[src/rtl/store_buffer_if.sv]
// store_buffer_if -- bundles the MEM-stage store/load handshake and the
// data-memory write port of the store buffer.
//   slave  : the store buffer (accepts stores and loads, drives dm_*).
//   master : the pipeline/memory side (drives stores, loads, dm_ready).
// Signals:
//   st_valid/st_ready, st_addr/st_wdata/st_pc[31:0], st_be[3:0]  store request
//   ld_valid, ld_addr[31:0], ld_be[3:0]                          load probe
//   ld_stall, fwd_valid, fwd_data[31:0]                          load response
//   dm_we/dm_ready, dm_addr/dm_wdata/dm_pc[31:0], dm_be[3:0]     memory write
interface store_buffer_if;
  logic        st_valid;
  logic        st_ready;
  logic [31:0] st_addr;
  logic [31:0] st_wdata;
  logic [31:0] st_pc;
  logic [3:0]  st_be;

  logic        ld_valid;
  logic [31:0] ld_addr;
  logic [3:0]  ld_be;
  logic        ld_stall;
  logic        fwd_valid;
  logic [31:0] fwd_data;

  logic        dm_we;
  logic        dm_ready;
  logic [31:0] dm_addr;
  logic [31:0] dm_wdata;
  logic [31:0] dm_pc;
  logic [3:0]  dm_be;

  modport slave (
    input  st_valid, st_addr, st_wdata, st_pc, st_be,
    output st_ready,
    input  ld_valid, ld_addr, ld_be,
    output ld_stall, fwd_valid, fwd_data,
    output dm_we, dm_addr, dm_wdata, dm_pc, dm_be,
    input  dm_ready
  );

  modport master (
    output st_valid, st_addr, st_wdata, st_pc, st_be,
    input  st_ready,
    output ld_valid, ld_addr, ld_be,
    input  ld_stall, fwd_valid, fwd_data,
    input  dm_we, dm_addr, dm_wdata, dm_pc, dm_be,
    output dm_ready
  );
endinterface

[src/rtl/store_buffer.sv]
// store_buffer -- in-order FIFO of committed stores between the MEM stage and
// data memory, with load address disambiguation.
// Ports:
//   clk  : clock, all state updates on the rising edge
//   rst  : synchronous, active-high reset; discards all queued stores
//   sb   : store_buffer_if.slave (store request, load probe, memory write port)
// Parameter:
//   DEPTH : number of queued stores (2, 4 or 8)
// Build option:
//   STORE_BUFFER_FWD_EN : when defined, a load whose lanes are fully covered by
//   the youngest matching entry is forwarded from the buffer instead of stalled.
module store_buffer #(
  parameter int unsigned DEPTH = 4
) (
  input logic          clk,
  input logic          rst,
  store_buffer_if.slave sb
);

  localparam int unsigned PTR_W = $clog2(DEPTH);
  localparam int unsigned CNT_W = PTR_W + 1;

  typedef logic [PTR_W-1:0] ptr_t;
  typedef logic [CNT_W-1:0] cnt_t;

  // Entry storage: word address, data, byte enables, PC.
  logic [29:0] addr_q [DEPTH];
  logic [29:0] addr_d [DEPTH];
  logic [31:0] data_q [DEPTH];
  logic [31:0] data_d [DEPTH];
  logic [3:0]  be_q   [DEPTH];
  logic [3:0]  be_d   [DEPTH];
  logic [31:0] pc_q   [DEPTH];
  logic [31:0] pc_d   [DEPTH];

  logic [DEPTH-1:0] valid_q, valid_d;
  ptr_t             head_q, head_d;
  ptr_t             tail_q, tail_d;
  cnt_t             count_q, count_d;

  logic enq;
  logic deq;
  logic st_ready;
  logic dm_we;

  // Full/empty are decided from the registered count only, so st_ready never
  // depends on dm_ready.
  assign st_ready = (count_q < cnt_t'(DEPTH));
  assign dm_we    = (count_q != '0);
  assign enq      = sb.st_valid && st_ready;
  assign deq      = dm_we && sb.dm_ready;

  always_comb begin : queue_next
    addr_d  = addr_q;
    data_d  = data_q;
    be_d    = be_q;
    pc_d    = pc_q;
    valid_d = valid_q;
    head_d  = head_q;
    tail_d  = tail_q;
    count_d = count_q;

    if (deq) begin
      valid_d[head_q] = 1'b0;
      head_d          = head_q + ptr_t'(1);
    end

    // Enqueue follows dequeue so that, when full is not possible here
    // (enq implies not full), the tail slot is never the one being freed.
    if (enq) begin
      addr_d[tail_q]  = sb.st_addr[31:2];
      data_d[tail_q]  = sb.st_wdata;
      be_d[tail_q]    = sb.st_be;
      pc_d[tail_q]    = sb.st_pc;
      valid_d[tail_q] = 1'b1;
      tail_d          = tail_q + ptr_t'(1);
    end

    case ({enq, deq})
      2'b10:   count_d = count_q + cnt_t'(1);
      2'b01:   count_d = count_q - cnt_t'(1);
      default: count_d = count_q;
    endcase
  end

  always_ff @(posedge clk) begin
    if (rst) begin
      valid_q <= '0;
      head_q  <= '0;
      tail_q  <= '0;
      count_q <= '0;
    end else begin
      valid_q <= valid_d;
      head_q  <= head_d;
      tail_q  <= tail_d;
      count_q <= count_d;
    end
  end

  // Payload needs no reset: it is only observed through valid/count.
  always_ff @(posedge clk) begin
    addr_q <= addr_d;
    data_q <= data_d;
    be_q   <= be_d;
    pc_q   <= pc_d;
  end

  // Head entry to data memory; zeros when empty.
  always_comb begin : dm_out
    sb.st_ready = st_ready;
    sb.dm_we    = dm_we;
    sb.dm_addr  = '0;
    sb.dm_wdata = '0;
    sb.dm_pc    = '0;
    sb.dm_be    = '0;
    if (dm_we) begin
      sb.dm_addr  = {addr_q[head_q], 2'b00};
      sb.dm_wdata = data_q[head_q];
      sb.dm_pc    = pc_q[head_q];
      sb.dm_be    = be_q[head_q];
    end
  end

  // Load lookup: walk oldest to youngest so the last hit is the youngest
  // matching entry. Only registered entries take part, never the store being
  // presented this cycle.
  logic        hit;
  logic [3:0]  hit_be;
  logic [31:0] hit_data;

  always_comb begin : load_lookup
    ptr_t idx;
    idx      = '0;
    hit      = 1'b0;
    hit_be   = '0;
    hit_data = '0;
    for (int unsigned k = 0; k < DEPTH; k++) begin
      idx = head_q + ptr_t'(k);
      if (valid_q[idx] && (addr_q[idx] == sb.ld_addr[31:2])) begin
        hit      = 1'b1;
        hit_be   = be_q[idx];
        hit_data = data_q[idx];
      end
    end
  end

`ifdef STORE_BUFFER_FWD_EN
  logic fwd_ok;
  assign fwd_ok = hit && ((hit_be & sb.ld_be) == sb.ld_be);

  always_comb begin : load_resp
    sb.ld_stall  = sb.ld_valid && hit && !fwd_ok;
    sb.fwd_valid = sb.ld_valid && fwd_ok;
    sb.fwd_data  = (sb.ld_valid && fwd_ok) ? hit_data : '0;
  end

  logic unused_bits;
  assign unused_bits = ^{sb.st_addr[1:0], sb.ld_addr[1:0]};
`else
  always_comb begin : load_resp
    sb.ld_stall  = sb.ld_valid && hit;
    sb.fwd_valid = 1'b0;
    sb.fwd_data  = '0;
  end

  // Lanes and forwarded data only matter when forwarding is built in.
  logic unused_bits;
  assign unused_bits = ^{sb.st_addr[1:0], sb.ld_addr[1:0], sb.ld_be,
                         hit_be, hit_data};
`endif

endmodule

[src/flat_wrapper.sv]
// flat-port wrapper written by rule: the top's interface ports become plain ports
module store_buffer_flat 
#(
  parameter int unsigned DEPTH = 4
)
  (clk, rst, sb_st_valid, sb_st_addr, sb_st_wdata, sb_st_pc, sb_st_be, sb_st_ready, sb_ld_valid, sb_ld_addr, sb_ld_be, sb_ld_stall, sb_fwd_valid, sb_fwd_data, sb_dm_we, sb_dm_addr, sb_dm_wdata, sb_dm_pc, sb_dm_be, sb_dm_ready);
  store_buffer_if sb_i ();
  input logic clk;
  input logic rst;
  input wire logic [$bits(sb_i.st_valid)-1:0] sb_st_valid;
  input wire logic [$bits(sb_i.st_addr)-1:0] sb_st_addr;
  input wire logic [$bits(sb_i.st_wdata)-1:0] sb_st_wdata;
  input wire logic [$bits(sb_i.st_pc)-1:0] sb_st_pc;
  input wire logic [$bits(sb_i.st_be)-1:0] sb_st_be;
  output wire logic [$bits(sb_i.st_ready)-1:0] sb_st_ready;
  input wire logic [$bits(sb_i.ld_valid)-1:0] sb_ld_valid;
  input wire logic [$bits(sb_i.ld_addr)-1:0] sb_ld_addr;
  input wire logic [$bits(sb_i.ld_be)-1:0] sb_ld_be;
  output wire logic [$bits(sb_i.ld_stall)-1:0] sb_ld_stall;
  output wire logic [$bits(sb_i.fwd_valid)-1:0] sb_fwd_valid;
  output wire logic [$bits(sb_i.fwd_data)-1:0] sb_fwd_data;
  output wire logic [$bits(sb_i.dm_we)-1:0] sb_dm_we;
  output wire logic [$bits(sb_i.dm_addr)-1:0] sb_dm_addr;
  output wire logic [$bits(sb_i.dm_wdata)-1:0] sb_dm_wdata;
  output wire logic [$bits(sb_i.dm_pc)-1:0] sb_dm_pc;
  output wire logic [$bits(sb_i.dm_be)-1:0] sb_dm_be;
  input wire logic [$bits(sb_i.dm_ready)-1:0] sb_dm_ready;
  assign sb_i.st_valid = sb_st_valid;
  assign sb_i.st_addr = sb_st_addr;
  assign sb_i.st_wdata = sb_st_wdata;
  assign sb_i.st_pc = sb_st_pc;
  assign sb_i.st_be = sb_st_be;
  assign sb_st_ready = sb_i.st_ready;
  assign sb_i.ld_valid = sb_ld_valid;
  assign sb_i.ld_addr = sb_ld_addr;
  assign sb_i.ld_be = sb_ld_be;
  assign sb_ld_stall = sb_i.ld_stall;
  assign sb_fwd_valid = sb_i.fwd_valid;
  assign sb_fwd_data = sb_i.fwd_data;
  assign sb_dm_we = sb_i.dm_we;
  assign sb_dm_addr = sb_i.dm_addr;
  assign sb_dm_wdata = sb_i.dm_wdata;
  assign sb_dm_pc = sb_i.dm_pc;
  assign sb_dm_be = sb_i.dm_be;
  assign sb_i.dm_ready = sb_dm_ready;
  store_buffer #(.DEPTH(DEPTH)) u_core (.clk(clk), .rst(rst), .sb(sb_i));
endmodule
[config.mk]
export PLATFORM = sky130hd
export DESIGN_NAME = store_buffer_flat
export DESIGN_NICKNAME = d
export VERILOG_FILES = /design/src/rtl/store_buffer_if.sv /design/src/rtl/store_buffer.sv /design/src/flat_wrapper.sv
export SDC_FILE = /design/constraint.sdc
export NUM_CORES = 1
export LEC_CHECK = 0
export BUFFER_PORTS_ARGS = -buffer_cell sky130_fd_sc_hd__buf_2
export CAP_MARGIN = 20
export CORE_MARGIN = 4
export CORE_UTILIZATION = 30
export DETAILED_ROUTE_END_ITERATION = 10
export SLEW_MARGIN = 10
export SYNTH_ARGS = -nofsm -noshare
export SYNTH_HDL_FRONTEND = slang
export SYNTH_SLANG_ARGS = --single-unit
[constraint.sdc]
create_clock -name clk -period 3.71 [get_ports clk]
set_input_delay 0.742 -clock clk [delete_from_list [all_inputs] [get_ports clk]]
set_output_delay 0.742 -clock clk [all_outputs]
set_load 0.03 [all_outputs]
# Word-level counts from Yosys, hierarchy flattened
# Cells that the tools add are included.
# totals
word_cells	120
inputBits	141
register_bits	403
out_inout_bits	136
# classes
order_cmp	14
add_sub_neg	6
eq_ne	6
mux	54
n_reduce_logical	12
bitwise	8
# ops
cell	n
$mux 30	9
$bwmux 128	2
$mux 32	8
$bmux 30 s2	4
$bmux 32 s2	2
$bwmux 120	1
$eq 30x30->1	4
$demux 32 s2	1
$demux 30 s2	1
$mux 4	6
$bwmux 16	1
$ge 3x3->1 const B	5
$lt 2x3->1 const B	5
$not 2->3	5
$logic_and 1x1->1	10
$mux 1	10
$bmux 1 s2	4
$bmux 4 s2	1
$demux 4 s2	1
$pmux 3 s2	1
$add 2x1->2 const B	2
$add 2x2->2 const B	2
$and 4x4->4	1
$demux 1 s2	2
other kinds (11)	12

# Longest topological paths before layout
# Gate-level depths: netlist of the first run.
# depth
ltp_word	11
mapped_depth	15
depth_no_buf	9

# Worst setup path after synthesis of the first run
# No wires, ideal clock.
# synth_path
path_type	reg-to-output
startpoint	reg u_core.head_q[0]
endpoint	out sb_ld_stall
path_slack_ns	-0.439
arrival_time_ns	3.407
path_stages_with_launch	15
path_cell_list	dfxtp_1 -> buf_6 -> buf_12 -> buf_6 -> buf_4 -> inv_1 -> ha_1 -> buf_2 -> buf_2 -> mux4_2 -> xor2_1 -> nor4_1 -> nand4_1 -> nor4_1 -> o41a_1
# synth_between
elab_cells_between_ends	40
classes_between	add/sub (3); eq/ne (4); mux (24); bitwise (4); reduce/logical (5)
# synth_rtl
element	line_no	rtl
start, declared	store_buffer.sv:37	ptr_t head_q, head_d;
start signal, assigned	store_buffer.sv:89	head_q <= '0;
start signal, assigned	store_buffer.sv:94	head_q <= head_d;
$add 2x2->2 (*)	store_buffer.sv:138	idx = head_q + ptr_t'(k);
net u_core.load_lookup.idx[0]	store_buffer.sv:132	ptr_t idx;
$not 2->3 (not written as such)	store_buffer.sv:139	if (valid_q[idx] && (addr_q[idx] == sb.ld_addr[31:2])) begin
$bmux 30 s2	store_buffer.sv:139	
$mux 30 (not written as such) (2 in series)	store_buffer.sv:139	
$eq 30x30->1	store_buffer.sv:139	
$logic_and 1x1->1 (*)	store_buffer.sv:139	
$mux 1 (*)	store_buffer.sv:139	
$logic_and 1x1->1 (*)	store_buffer.sv:161	sb.ld_stall = sb.ld_valid && hit;
end, declared	flat_wrapper.sv:19	output wire logic [$bits(sb_i.ld_stall)-1:0] sb_ld_stall;
# Mark *: on every way through the listed nets, which the timed path passes. The rest lies on a longest branch. The select of a mux whose other input is x is not followed.

# Worst setup path in the final report of the first run
# Ends and elaborated chain as after synthesis.

==> qor.csv, run 1 <==
metric,value,unit
run_status,"complete, but fails checks",
violations,negative setup slack,
p_total,0.0192,W
finalWorstSetupSlack,-0.430,ns
setup_violations,1,
grt_pass1_vias,12116,
htree_levels,2,
worst_ep_required_time,2.97,ns
yosysSeqAreaShare,0.618,
arrival,3.40,ns
io_buffer_count,233,
layout_min_cycle_time,4.14,ns
synth_area_leaders,"edfxtp_1 61%, mux4_2 14%, mux2i_1 3.9%",
drive_gt1_frac,0.388,
leakage,8.34,nW
cp-end-kind,primary output,
synth.most_common_cell,edfxtp_1,
syn_area,0.0194,mm^2
design_area,0.0241,mm^2
coreArea,0.0635,mm^2
ys_ff_latch,403,
max_stage_delay,0.49,ns
critical_path.slowest_cell,mux4_2,
tightest_slew,0.561,ns
clock_sinks,403,
yosys_most_used_dff,edfxtp_1,
async_flop_share,0,
gp_congestion,0.914,
crit_fanout,5,
vias_per_cell,4.91,
hold_viol,0,
crit_type,reg2out,
row_count,92,
path_clk_slew,0.06,ns
vias,11680,
cts_tree,built,
powerDensity,796,mW/mm^2
hold_ws,0.373,ns
routedWlPerCell,22.6,um
grt_max_degree,74,
layout.nets,1644,
first_iter_violations,825,
start_util,0.306,
ys_warn_count,0,
path_cells,"inv_4, ha_4, buf_12, buf_6, mux4_2, xor2_1, nor4_1, buf_4, nand4_1, nor4_2, o41a_1, buf_6",
syn_inst,1178,
synth_top_area_share,0.606,
syn_to_final_growth,24.2,%
reg2reg_slack,1.52,ns
ir_drop,474,uV
min_period_over_period,1.12,
dieWidth,262,um
dr.pass1.iters,5,
die_h,262,um
rsz0062_at_grt,yes,
dp_hpwl,35700,um
drcViolationCount,0,
fin_util,0.380,
grt_pass1_wl,78100,um
grt-ovfl-total,0,
wirelength,53700,um
avgSynthCellArea,16.5,um^2
cts-buffers-inserted,46,
ios,277,
ant_nets,0,
hold_class,in2reg,
slew_violations,0,
dieArea,0.0689,mm^2
antenna_found_initial,16,
fillerInstances,5971,
clock_path_buffers,3,
synth_area_leader_cell,edfxtp_1,
clk_latency,0.58,ns
synth_edf_count,392,
cp.buffers_inverters,5,
cap_viol_max_count,0,
path_delay_family,buffers and inverters,
post_dp_cell_area,0.0218,mm^2
grtUsageTotal,0.149,
fmax,242,MHz
critPathLaunchType,flop,
synth_common_cells,"392 x edfxtp_1, 121 x mux4_2, 85 x nor2b_1",
yosysUniqueCellTypes,61,
relSlewSlack,0.626,
fin_worst_skew,0.0165,ns
crit_top_cell,buf_6,
tns,-0.430,ns
cts_root_buf,clkbuf_16,
## power by group
group	total, W	internal (W)	switching, W
clock network	0.00450	0.00263	0.00187
registers	0.00577	0.00558	0.000190
logic	0.00893	0.00389	0.00503
total	0.0192	0.0121	0.00709
## cells in the final DEF, fill, tap and decap left out, drive strengths merged, types with 3 or more instances in the layout
cell type,n
bufinv,4
o221ai,4
nor4,16
xnor2,37
xor2,55
a222oi,3
edfxtp,392
diode,4
a221oi,8
clkinv,21
nor2,57
nand4,11
clkbuf,57
nand2,29
a21oi,28
and2,10
mux2i,79
o211ai,6
nor3,6
ha,9
dfxtp,11
nor2b,85
mux2,15
buf,340
o21ai,18
inv,22
nand3,4
conb,35
mux4,125
a211oi,4
o22ai,7
## per-layer routing
| layer | GRT usage | up-vias | share of wire |
|---|---|---|---|
| met4 | 0.0364 | 20 | 0.021 |
| met3 | 0.0601 | 89 | 0.10 |
| met1 | 0.184 | 5876 | 0.39 |
| met2 | 0.244 | 501 | 0.48 |
| met5 | 0 | - | 0.0023 |
| li1 | - | 5194 | - |
## stage by stage
step,instances,setup WS (ns)
4_1_cts,2354,-0.465
5_1_grt,2376,-0.575
2_1_floorplan,1212,-0.152
3_5_place_dp,2254,-0.0716
6_report,2380,-0.430
3_3_place_gp,2254,-0.0483
## path summary, 6_finish.rpt
path                     startpoint                end  cells after the start
setup / recovery   u_core.head_q[0]        sb_ld_stall                     12
hold / removal          sb_st_pc[0]    u_core.pc_q[64]                      1
hold reg to reg   u_core.count_q[2]  u_core.count_q[2]                      2
setup reg to reg  u_core.count_q[2]  u_core.count_q[2]                      9
## logic make-up after synthesis
kind of cell,after synthesis,share of synthesized area
flops,403,0.618
simple gates,229,0.0626
mux,219,0.196
buf+inv,130,0.0412
compound gates,94,0.0337
xor+xnor,92,0.0415
fa+ha+maj,10,0.00683
other cells,1,0.000193
## flip-flops by register name (all words and copies together) (netlist names)
signal          count
u_core.valid_q      4
u_core.count_q      3
u_core.be_q        16
u_core.pc_q       128
u_core.head_q       2
u_core.tail_q       2
u_core.addr_q     120
u_core.data_q     128
## cell type report
type,instances,area (um^2),share of cell area
Sequential cell,403,12000,0.498
Multi-Input combinational cell,679,6940,0.288
Inverter,18,70.1,0.00291
Tap cell,846,1060,0.0439
Timing Repair Buffer,345,2520,0.104
Clock buffer,54,1200,0.0499
Clock inverter,31,322,0.0133
Antenna cell,4,10.0,0.000415
## worst register-to-register path, delay by kind of cell (launching register included)
kind / cells / cell delay [ns]
compound gates: 1 / 0.15
xor+xnor: 1 / 0.08
fa+ha+maj: 2 / 0.40
buf+inv: 2 / 0.26
simple gates: 3 / 0.88
flops: 1 / 0.34
## repair_timing
item,in CTS,in global routing
setup buffers,12,19
gates resized for setup,29,37
hold buffers,0,0
cloned,4,3
endpoints found under the setup margin,67,48
pin swaps,10,11
No activity file was read; power rests on OpenSTA's default activity.
==> run 2: changes to the inputs <==
HOLD_SLACK_MARGIN = 0.08   (was unset)
SETUP_SLACK_MARGIN = 0.4   (was unset)
==> run 2 against run 1 <==
The flow still finishes with violations (negative setup slack). Clock power is essentially flat. Non-clock buffer count shrank 13. Fmax is essentially flat. Cell count shrank 0.50%.
==> qor.csv, run 2 (same netlist as run 1, synthesis figures left out) <==
metric,value,unit,change
critPathLaunch,u_core.head_q[0],,
grtUsageTotal,0.150,,+0.00138
dr.pass1.iters,5,,unchanged
fillerInstances,5950,,-0.35%
slew_violations,0,,unchanged
critPathLaunchType,flop,,
arrival,3.40,ns,about the same
cp-end-kind,primary output,,
ant_nets,0,,unchanged
cts_tree,built,,
row_count,92,,unchanged
first_iter_violations,912,,+11%
layout_common_cells,"392 x edfxtp_1, 202 x buf_2, 121 x mux4_2",,
violations,negative setup slack,,
crit_type,reg2out,,
endpoint,sb_ld_stall,,
io_buffer_count,233,,unchanged
layout_commonest_cell,edfxtp_1,,
dp_hpwl,35700,um,unchanged
coreArea,0.0635,mm^2,unchanged
fin_cells,2368,,-0.50%
grt_pass1_wl,78500,um,+0.50%
clock_sinks,403,,unchanged
start_util,0.306,,unchanged
drcViolationCount,0,,unchanged
cts_root_buf,clkbuf_16,,
clk_latency,0.58,ns,about the same
hold_class,in2reg,,
grt_pass1_vias,12108,,-0.066%
dieWidth,262,um,unchanged
run_status,"complete, but fails checks",,
fin_worst_skew,0.0190,ns,+0.00250 ns
rr_worst_depth,9,,unchanged
vias_per_cell,4.90,,-0.13%
tns,-0.430,ns,+0.000413 ns
cts-buffers-inserted,46,,unchanged
gp_congestion,0.914,,unchanged
routedWlPerCell,22.8,um,+1.0%
syn_to_final_growth,24.4,%,
ios,277,,unchanged
r2r_end,u_core.count_q[2],,
vias,11606,,-0.63%
path_cells,"inv_4, ha_4, mux4_2, xor2_1, nor4_1, buf_4, nand4_1, nor4_2, o41a_1, buf_6",,
antenna_found_initial,16,,unchanged
reg2reg_slack,1.52,ns,about the same
clock_path_buffers,3,,unchanged
dieArea,0.0689,mm^2,unchanged
leakage,8.36,nW,+0.17%
layout.nets,1631,,-0.79%
hold_viol,0,,unchanged
pre_cts_ws,-0.0716,ns,unchanged
fmax,242,MHz,about the same
drive_gt1_frac,0.379,,-0.00854
tightest_slew,0.562,ns,+0.000820 ns
relSlewSlack,0.625,,-0.00132
grt_max_degree,74,,unchanged
finalWorstSetupSlack,-0.430,ns,+0.000413 ns
crit_fanout,5,,unchanged
min_period_over_period,1.12,,about the same
cap_viol_max_count,0,,unchanged
path_clk_slew,0.06,ns,about the same
die_h,262,um,unchanged
fin_util,0.380,,+0.000689
worst_ep_required_time,2.97,ns,about the same
grt-ovfl-total,0,,unchanged
htree_levels,2,,unchanged
critical_path.slowest_cell,mux4_2,,
setup_violations,1,,unchanged
ir_drop,525,uV,+11%
powerDensity,796,mW/mm^2,about the same
dp_cells,2254,,unchanged
wirelength,54000,um,+0.51%
rsz0062_at_grt,yes,,
rr_startpoint,u_core.count_q[2],,
layout_min_cycle_time,4.14,ns,-0.000413 ns
top_regs,"u_core.data_q x128, u_core.pc_q x128, u_core.addr_q x120",,
max_stage_delay,0.53,ns,+0.04 ns
run 2: changes by cell type in the layout (fill, tap and decap cells not counted), sizes merged:
cell    before  now
buf        340  322
diode        4    5
clkbuf      57   59
bufbuf       2    5
run 2: worst min path at each step:
stage	start	endpoint	slack, ns	cells after the start
2_1_floorplan	u_core.count_q[2]	u_core.count_q[2]	0.48	2
3_3_place_gp	u_core.count_q[1]	u_core.count_q[1]	0.51	2
3_5_place_dp	u_core.count_q[2]	u_core.count_q[2]	0.52	2
4_1_cts	sb_st_pc[1]	u_core.pc_q[33]	0.32	1
5_1_grt	sb_st_wdata[4]	u_core.data_q[36]	0.33	1
6_report	sb_st_pc[0]	u_core.pc_q[64]	0.37	1
run 2: critical path: cells and delay by family, from the launching register on:
| family | cells | cell delay, ns |
|---|---|---|
| AOI/OAI and AO/OA | 1 | 0.49 |
| xor gates and xnor gates | 1 | 0.41 |
| adders and majority gates | 1 | 0.37 |
| buffers and inverters | 3 | 0.37 |
| DFF | 1 | 0.37 |
| muxes | 1 | 0.53 |
| and+or+nand+nor | 3 | 0.28 |
run 2: repair_timing:
item | 4_1_cts | 5_1_grt
endpoints found under the setup margin | 72 | 50
pin swaps | 8 | 2
resized for setup | 93 | 16
setup buffers | 9 | 6
gates cloned | 5 | 4
hold buffers | 0 | 0
run 2: area by class of cell:
cell class,count,area [um^2],area share
sequential,403,12000,0.497
multi-input combinational,679,6930,0.287
timing repair buffer,332,2560,0.106
clock buffer,54,1200,0.0498
tap,846,1060,0.0438
clock inverter,31,322,0.0133
inverter,18,70.1,0.00290
antenna,5,12.5,0.000518
run 2: power by group:
| group | switching [W] | internal (W) | total (W) |
|---|---|---|---|
| clock network | 0.00187 | 0.00263 | 0.00450 |
| registers | 0.000183 | 0.00558 | 0.00576 |
| logic | 0.00503 | 0.00393 | 0.00896 |
run 2: routing by layer:
metal | up-vias | wire, um | GRT usage | share of wire
met5 | - | 122 | 0 | 0.0023
met4 | 20 | 1100 | 0.0359 | 0.020
met3 | 94 | 5230 | 0.0608 | 0.097
met2 | 462 | 26300 | 0.246 | 0.49
met1 | 5853 | 21300 | 0.186 | 0.39
li1 | 5177 | - | - | -
run 2: stage by stage:
stage	power (W)	hold slack, ns	cell area [um^2]
2_1_floorplan	0.0115	0.479	19600
3_3_place_gp	0.0139	0.513	21800
3_5_place_dp	0.0139	0.521	21800
4_1_cts	0.0192	0.325	23900
5_1_grt	0.0202	0.334	24100
6_report	0.0192	0.371	24200
